===== config.mk =====
export PLATFORM = sky130hd
export DESIGN_NAME = ni_inject_alloc
export DESIGN_NICKNAME = d
export VERILOG_FILES = /design/src/rtl/ni_inject_alloc.sv
export SDC_FILE = /design/constraint.sdc
export NUM_CORES = 1
export LEC_CHECK = 0
export ABC_CLOCK_PERIOD_IN_PS = 1770
export CELL_PAD_IN_SITES_DETAIL_PLACEMENT = 1
export CELL_PAD_IN_SITES_GLOBAL_PLACEMENT = 1
export CORE_MARGIN = 8
export CORE_UTILIZATION = 31
export CTS_BUF_LIST = sky130_fd_sc_hd__clkbuf_2
export CTS_CLUSTER_DIAMETER = 40
export DETAILED_ROUTE_END_ITERATION = 10
export HOLD_SLACK_MARGIN = 0.06
export PLACE_DENSITY_LB_ADDON = 0.1
export SETUP_SLACK_MARGIN = 0.5
export SYNTH_ARGS = -nofsm -noshare
export SYNTH_HDL_FRONTEND = slang
export SYNTH_SLANG_ARGS = --single-unit

===== constraint.sdc =====
create_clock -name clk -period 1.77 [get_ports clk]
set_input_delay 0.2655 -clock clk [delete_from_list [all_inputs] [get_ports clk]]
set_output_delay 0.2655 -clock clk [all_outputs]
set_load 0.03 [all_outputs]

===== src/rtl/ni_inject_alloc.sv =====
`default_nettype none
// ============================================================================
//  Module      : ni_inject_alloc
//  Description : Injection-side VC and link allocator between a network
//                interface and the local router input link. One packet at a
//                time owns a VC. A VC is only handed out when its downstream
//                buffer is completely empty, so packets never share a buffer.
//                Flits are then granted onto the link one at a time, with a
//                per-VC credit counter that tracks free downstream slots.
//  Revision    : 1.0 - initial release
// ----------------------------------------------------------------------------
//  Ports
//    clk            in   1               clock
//    rst_n          in   1               asynchronous active-low reset
//    Request_VA     in   NUM_VC          VC allocation request from the NI
//    Request_SA     in   NUM_VC          link request from the NI
//    Flit           in   FLIT_SIZE       NI buffered flit
//    FlitType       in   FLIT_TYPE_SIZE  type code of Flit
//    BroadcastFlit  in   1               broadcast flag of Flit
//    CreditIn       in   NUM_VC          credit return pulse per VC
//    Grant_VA       out  NUM_VC          one-hot VC grant pulse
//    Grant_SA       out  NUM_VC          one-hot link grant pulse
//    FlitOut        out  FLIT_SIZE       link flit
//    FlitTypeOut    out  FLIT_TYPE_SIZE  link flit type
//    BroadcastOut   out  1               link broadcast flag
//    FlitValidOut   out  1               link flit valid
//    VcOut          out  NUM_VC          one-hot VC of the link flit
//    CreditErr      out  1               sticky credit-overflow flag
// ============================================================================
module ni_inject_alloc #(
  parameter int FLIT_SIZE      = 64,
  parameter int FLIT_TYPE_SIZE = 2,
  parameter int NUM_VC         = 2,
  parameter int BUF_DEPTH      = 4
) (
  input  logic                      clk,
  input  logic                      rst_n,
  input  logic [NUM_VC-1:0]         Request_VA,
  input  logic [NUM_VC-1:0]         Request_SA,
  input  logic [FLIT_SIZE-1:0]      Flit,
  input  logic [FLIT_TYPE_SIZE-1:0] FlitType,
  input  logic                      BroadcastFlit,
  input  logic [NUM_VC-1:0]         CreditIn,
  output logic [NUM_VC-1:0]         Grant_VA,
  output logic [NUM_VC-1:0]         Grant_SA,
  output logic [FLIT_SIZE-1:0]      FlitOut,
  output logic [FLIT_TYPE_SIZE-1:0] FlitTypeOut,
  output logic                      BroadcastOut,
  output logic                      FlitValidOut,
  output logic [NUM_VC-1:0]         VcOut,
  output logic                      CreditErr
);

  localparam int VCW  = (NUM_VC > 1) ? $clog2(NUM_VC) : 1;
  localparam int VCW1 = VCW + 1;
  localparam int CW   = $clog2(BUF_DEPTH + 1);

  // Flit type codes of the network common header:
  // header = 0, body = 1, tail = 2, header_tail = 3.
  localparam logic [FLIT_TYPE_SIZE-1:0] c_FT_TAIL        = FLIT_TYPE_SIZE'(2);
  localparam logic [FLIT_TYPE_SIZE-1:0] c_FT_HEADER_TAIL = FLIT_TYPE_SIZE'(3);
  localparam logic [CW-1:0]             c_CREDIT_FULL    = CW'(BUF_DEPTH);

  typedef enum logic [0:0] {
    ST_IDLE   = 1'b0,
    ST_ACTIVE = 1'b1
  } state_t;

  state_t              r_state;
  state_t              w_state_nxt;
  logic [VCW-1:0]      r_cur_vc;
  logic [VCW-1:0]      w_cur_vc_nxt;
  logic [VCW-1:0]      r_rr_ptr;       // highest-priority VC for the next VA
  logic [VCW-1:0]      w_rr_ptr_nxt;
  logic [NUM_VC-1:0]   r_owned;
  logic [NUM_VC-1:0]   w_owned_nxt;
  logic [NUM_VC-1:0]   r_grant_va;
  logic [NUM_VC-1:0]   w_grant_va_nxt;
  logic [NUM_VC-1:0]   r_grant_sa;
  logic [NUM_VC-1:0]   w_grant_sa_nxt;

  logic [FLIT_SIZE-1:0]      r_flit;
  logic [FLIT_TYPE_SIZE-1:0] r_flit_type;
  logic                      r_bcast;
  logic                      r_flit_valid;
  logic [NUM_VC-1:0]         r_vc_out;
  logic                      r_credit_err;

  logic [CW-1:0]       w_credit [NUM_VC];
  logic [NUM_VC-1:0]   w_credit_ovf;
  logic [NUM_VC-1:0]   w_credit_ok;
  logic [NUM_VC-1:0]   w_eligible;
  logic [NUM_VC-1:0]   w_va_req;

  logic                w_va_found;
  logic [VCW-1:0]      w_va_pick;
  logic [VCW1-1:0]     w_rr_sum;
  logic [VCW-1:0]      w_rr_cand;

  logic [NUM_VC-1:0]   w_cur_onehot;
  logic [NUM_VC-1:0]   w_pick_onehot;
  logic                w_flit_fire;
  logic                w_release;

  // --------------------------------------------------------------------------
  // Per-VC credit counters. The decrement belongs to the cycle in which the
  // link grant is visible, i.e. the cycle whose closing edge launches the flit.
  // --------------------------------------------------------------------------
  for (genvar v = 0; v < NUM_VC; v++) begin : g_credit
    logic [CW-1:0] r_cnt;
    logic          w_dec;
    logic          w_inc;

    assign w_dec = r_grant_sa[v];
    assign w_inc = CreditIn[v];

    always_ff @(posedge clk or negedge rst_n) begin
      if (!rst_n) begin
        r_cnt <= c_CREDIT_FULL;
      end else if (w_inc && !w_dec) begin
        // A return into a full counter is dropped; the error flag records it.
        if (r_cnt != c_CREDIT_FULL) begin
          r_cnt <= r_cnt + CW'(1);
        end
      end else if (w_dec && !w_inc) begin
        r_cnt <= r_cnt - CW'(1);
      end
    end

    assign w_credit[v]     = r_cnt;
    assign w_credit_ovf[v] = w_inc && !w_dec && (r_cnt == c_CREDIT_FULL);
    // A credit arriving this cycle is usable immediately, so a stalled packet
    // resumes on the cycle right after the return pulse.
    assign w_credit_ok[v]  = (r_cnt != '0) || w_inc;
    // Only an empty downstream buffer may be handed to a new packet.
    assign w_eligible[v]   = !r_owned[v] && (r_cnt == c_CREDIT_FULL);
  end

  assign w_va_req = Request_VA & w_eligible;

  // --------------------------------------------------------------------------
  // Round-robin pick among requested, eligible VCs starting at r_rr_ptr.
  // --------------------------------------------------------------------------
  always_comb begin : p_rr_pick
    w_va_found = 1'b0;
    w_va_pick  = '0;
    w_rr_sum   = '0;
    w_rr_cand  = '0;
    for (int i = 0; i < NUM_VC; i++) begin
      w_rr_sum = {1'b0, r_rr_ptr} + VCW1'(i);
      if (w_rr_sum >= VCW1'(NUM_VC)) begin
        w_rr_sum = w_rr_sum - VCW1'(NUM_VC);
      end
      w_rr_cand = w_rr_sum[VCW-1:0];
      if (!w_va_found && w_va_req[w_rr_cand]) begin
        w_va_found = 1'b1;
        w_va_pick  = w_rr_cand;
      end
    end
  end

  assign w_cur_onehot  = NUM_VC'(1) << r_cur_vc;
  assign w_pick_onehot = NUM_VC'(1) << w_va_pick;

  // The flit presented while Grant_SA is high is the one sent on the link.
  assign w_flit_fire = |r_grant_sa;
  assign w_release   = w_flit_fire &&
                       ((FlitType == c_FT_TAIL) || (FlitType == c_FT_HEADER_TAIL));

  // --------------------------------------------------------------------------
  // Control FSM: next state and next grant values.
  // --------------------------------------------------------------------------
  always_comb begin : p_fsm_next
    w_state_nxt    = r_state;
    w_cur_vc_nxt   = r_cur_vc;
    w_rr_ptr_nxt   = r_rr_ptr;
    w_owned_nxt    = r_owned;
    w_grant_va_nxt = '0;
    w_grant_sa_nxt = '0;

    case (r_state)
      ST_IDLE: begin
        if (!(|r_grant_va) && w_va_found) begin
          w_grant_va_nxt = w_pick_onehot;
          w_cur_vc_nxt   = w_va_pick;
          w_owned_nxt    = r_owned | w_pick_onehot;
          w_rr_ptr_nxt   = (w_va_pick == VCW'(NUM_VC - 1)) ? '0 : w_va_pick + VCW'(1);
          w_state_nxt    = ST_ACTIVE;
        end
      end

      ST_ACTIVE: begin
        // No grant while one is showing: at most one flit every two cycles.
        if (Request_SA[r_cur_vc] && !(|r_grant_sa) && w_credit_ok[r_cur_vc]) begin
          w_grant_sa_nxt = w_cur_onehot;
        end
        if (w_release) begin
          w_owned_nxt = r_owned & ~w_cur_onehot;
          w_state_nxt = ST_IDLE;
        end
      end

      default: begin
        w_state_nxt = ST_IDLE;
      end
    endcase
  end

  // --------------------------------------------------------------------------
  // State and control registers.
  // --------------------------------------------------------------------------
  always_ff @(posedge clk or negedge rst_n) begin
    if (!rst_n) begin
      r_state    <= ST_IDLE;
      r_cur_vc   <= '0;
      r_rr_ptr   <= '0;
      r_owned    <= '0;
      r_grant_va <= '0;
      r_grant_sa <= '0;
    end else begin
      r_state    <= w_state_nxt;
      r_cur_vc   <= w_cur_vc_nxt;
      r_rr_ptr   <= w_rr_ptr_nxt;
      r_owned    <= w_owned_nxt;
      r_grant_va <= w_grant_va_nxt;
      r_grant_sa <= w_grant_sa_nxt;
    end
  end

  // --------------------------------------------------------------------------
  // Link output registers. Payload holds between flits; valid and VC pulse.
  // --------------------------------------------------------------------------
  always_ff @(posedge clk or negedge rst_n) begin
    if (!rst_n) begin
      r_flit       <= '0;
      r_flit_type  <= '0;
      r_bcast      <= 1'b0;
      r_flit_valid <= 1'b0;
      r_vc_out     <= '0;
      r_credit_err <= 1'b0;
    end else begin
      if (w_flit_fire) begin
        r_flit      <= Flit;
        r_flit_type <= FlitType;
        r_bcast     <= BroadcastFlit;
      end
      r_flit_valid <= w_flit_fire;
      r_vc_out     <= r_grant_sa;
      r_credit_err <= r_credit_err | (|w_credit_ovf);
    end
  end

  assign Grant_VA     = r_grant_va;
  assign Grant_SA     = r_grant_sa;
  assign FlitOut      = r_flit;
  assign FlitTypeOut  = r_flit_type;
  assign BroadcastOut = r_bcast;
  assign FlitValidOut = r_flit_valid;
  assign VcOut        = r_vc_out;
  assign CreditErr    = r_credit_err;

endmodule
`default_nettype wire


==> summary.txt, run 1 <==
Outcome
  • Status: finished clean

STA
  • RSZ-0062 raised after global routing: true
  • Final WS setup: 38.11 ps
  • Final hold violations: 0
  • Worst slack on hold paths: 174.9 ps
  • FMAX: 0.5774 GHz
  • Worst slew pin tran: 488.1 ps
  • TNS Setup: 0 ps
  • Max-slew violation count: 0
  • Period minus WS final: 1732 ps
  • Period Utilization, post-route: 0.9785
  • Setup Skew: 36.20 ps
  • Max-slew headroom: 0.6716
  • Setup violators final: 0

Setup path
  • Crit end category: register
  • CP arrival: 2230 ps
  • Critical Path Max Stage Delay: 460 ps
  • CP Launch Point: Grant_SA[0]
  • Kind of critical path: register to register
  • Flop2flop setup slack: 40 ps
  • Slowest CP cell: dfrtp_2
  • Crit path buf inv count: 1
  • Worst r2r src: Grant_SA[0]
  • Req. time, crit path: 2270 ps
  • Top delay family on crit path: simple AND/OR/NAND/NOR gates
  • Crit Path Max Fanout: 2
  • Worst Setup EP: g_credit[0].r_cnt[2]
  • Levels on crit path: 6
  • Crit start category: register
  • FF-to-FF path depth: 6
  • Critical R2R Capture: g_credit[0].r_cnt[2]
  • Worst-path cell chain: buf_6 -> nand2b_4 -> fa_2 -> or3b_4 -> a21o_1 -> o21ai_1

Hold path
  • Hold Path Class: primary input to asynchronous set/reset pin

Detailed routing
  • Vias/cell: 4.598
  • Initial DRC Count: 130
  • DR DRC count: 0
  • Wire per inst: 19.82 um
  • TritonRoute pass-1 iters: 4
  • Drt total wl: 12,470 um
  • Antenna violation net count after detailed routing: 0
  • Vias: 2,892

GRT
  • Most used routing layer: met2
  • Vias in the first global route: 3,217
  • Grt ovf: 0
  • GR Layer Usage met3: 0.03933
  • Antenna violations before repair: 0
  • Global-route wire length before repair: 19,220 um
  • M1 GR Usage: 0.2112
  • Met2 global-route usage: 0.2843
  • Largest net degree at the start of global routing: 36
  • Tot GR Track Use: 0.1692

Power
  • Leak Pwr: 3.299 nW
  • PwrDens: 2091 mW/mm^2
  • Worst vdd ir: 1.123 mV
  • Total power: 14.03 mW

Cells and area
  • # diodes: 0
  • P&R area growth vs syn: 92.08%
  • Fraction of layout instances using a drive strength above 1: 0.5767
  • Non-Filler Instances: 629
  • Design Area, Final: 0.006710 mm^2
  • Final core occ: 0.6136
  • Layout Nets: 561

CTS
  • CTS tree: done
  • Clk sinks: 86
  • CTS Buffer Depth: 2
  • Worst skew pair latency: 530 ps
  • Clock Tree Root: clkbuf_2
  • CTS Buf Count: 9
  • Clock transition at path regs: 250 ps
  • H-tree Lvls: 3

Placement
  • Post-place instance area: 0.005474 mm^2
  • Post-placement setup slack: -178.1 ps
  • HPWL after DPL: 7826 um
  • Placed instance count: 526
  • Final Wtd Congestion: 0.7395
  • Port buffer count: 149

Flow run
  • Maximum capacitance violations: 0

Logic synthesis
  • Post-synth EDFFs: 0
  • Mapped cell area: 0.003493 mm^2
  • Top_reg_cell synth: dfrtp_1
  • Most frequent cell after synthesis: dfrtp_1
  • Post-synth top area cell: dfrtp_1
  • Distinct cell type count after synthesis: 42
  • Cells after Synth: 233
  • Synth Net Count: 310
  • Sequential-to-total area share from yosys stat: 0.6168
  • Post-synth top area share: 0.6017
  • Commonest cells post-synth: dfrtp_1 (84), mux2_2 (59), mux2_4 (8)
  • Post-Syn Area per Cell: 14.99 um^2
  • Synth top area cells: dfrtp_1 (60%), mux2_2 (19%), mux2_4 (3.4%), dfstp_2 (1.5%), fa_1 (1.1%)
  • FF+latch count, synth: 86
  • Synth warnings: 0
  • Asr flop ratio synth: 1.000

Floorplanning
  • Chip Width: 122.2 um
  • DIE AREA: 0.01492 mm^2
  • Core ar.: 0.01094 mm^2
  • Chip Height: 122.2 um
  • Initial core utilization: 0.3195
  • IO Pins: 150
  • Row Count: 38
cell usage in the layout (no fill, tap or decap), types with 4 or more instances in the layout:
master and instances:
buf_16 10, buf_6 84, buf_4 70, a21oi_1 4
dfrtp_1 80, clkdlybuf4s50_1 73, nor2_1 4, mux2_4 67
buf_12 11, dfrtp_2 4, o21ai_1 4, inv_1 5
clkbuf_2 11
per-layer routing:
layer  vias up  wire length, um  share of wire
met5         -                0              0
met4         0              189          0.015
met3        14              736          0.059
met2        84             6317           0.51
met1      1468             5224           0.42
li1       1326                -              -
worst min path at each step:
stage	start	to	slack, ps	cells past startpoint
floorplan	rst_n	BroadcastOut	-30	0
global placement	rst_n	FlitOut[2]	230	1
detailed placement	rst_n	FlitOut[2]	230	1
CTS	rst_n	FlitOut[31]	160	2
global route	rst_n	FlitOut[24]	160	2
finish	rst_n	FlitOut[10]	170	2
power by group:
part	internal (mW)	leakage [nW]	switching, mW	total, mW
clock	0.327	0.0670	0.691	1.02
sequential	2.96	1.01	0.807	3.77
combinational	5.41	2.22	3.84	9.25
registers in the layout, indices dropped and copies added, names as in the netlist:
register,flops
FlitOut,64
r_state,1
Grant_VA,2
g_credit.r_cnt,6
r_rr_ptr,1
CreditErr,1
FlitValidOut,1
VcOut,2
r_owned,2
FlitTypeOut,2
BroadcastOut,1
Grant_SA,2
r_cur_vc,1
what timing repair did:
item	in CTS	in global routing
pin swaps	2	5
cloned	8	0
setup buffers	46	32
gates resized for setup	543	24
endpoints found under the setup margin	153	154
endpoints found under the hold margin	84	0
hold buffers	1	0
cells by family after synthesis:
family,Yosys count,share of synthesized area
AOI/OAI and AO/OA,24,0.04621
xor gates and xnor gates,1,0.002508
adders and majority gates,2,0.01146
buffers and inverters,16,0.02794
DFF,86,0.6168
muxes,68,0.2274
and+or+nand+nor,36,0.06769
worst reg2reg max path: cells and delay by family (launching register included):
family,cells,cell delay (ps)
flops,1,460
compound gates,2,240
fa+ha+maj,1,360
buf+inv,1,120
simple gates,2,530
cell type report:
| type | count | area [um^2] |
|---|---|---|
| multi-input combinational | 131 | 1536 |
| clock buffer | 11 | 55.05 |
| sequential | 86 | 2160 |
| timing repair buffer | 249 | 2708 |
| clock inverter | 5 | 50.05 |
| inverter | 7 | 26.28 |
| fill | 1074 | 4225 |
| tap | 140 | 175.2 |
Note: power is estimated with default switching activity, not from simulation.
==> run 2: changes to the inputs <==
--- a/config.mk
+++ b/config.mk
@@ -13,7 +13,7 @@
 export CTS_BUF_LIST = sky130_fd_sc_hd__clkbuf_2
 export CTS_CLUSTER_DIAMETER = 40
 export DETAILED_ROUTE_END_ITERATION = 10
-export HOLD_SLACK_MARGIN = 0.06
+export HOLD_SLACK_MARGIN = 0.03
 export PLACE_DENSITY_LB_ADDON = 0.1
 export SETUP_SLACK_MARGIN = 0.5
 export SYNTH_ARGS = -nofsm -noshare
==> results of run 2 <==
Same layout as run 1: the final DEF is identical, and so are final timing and power.
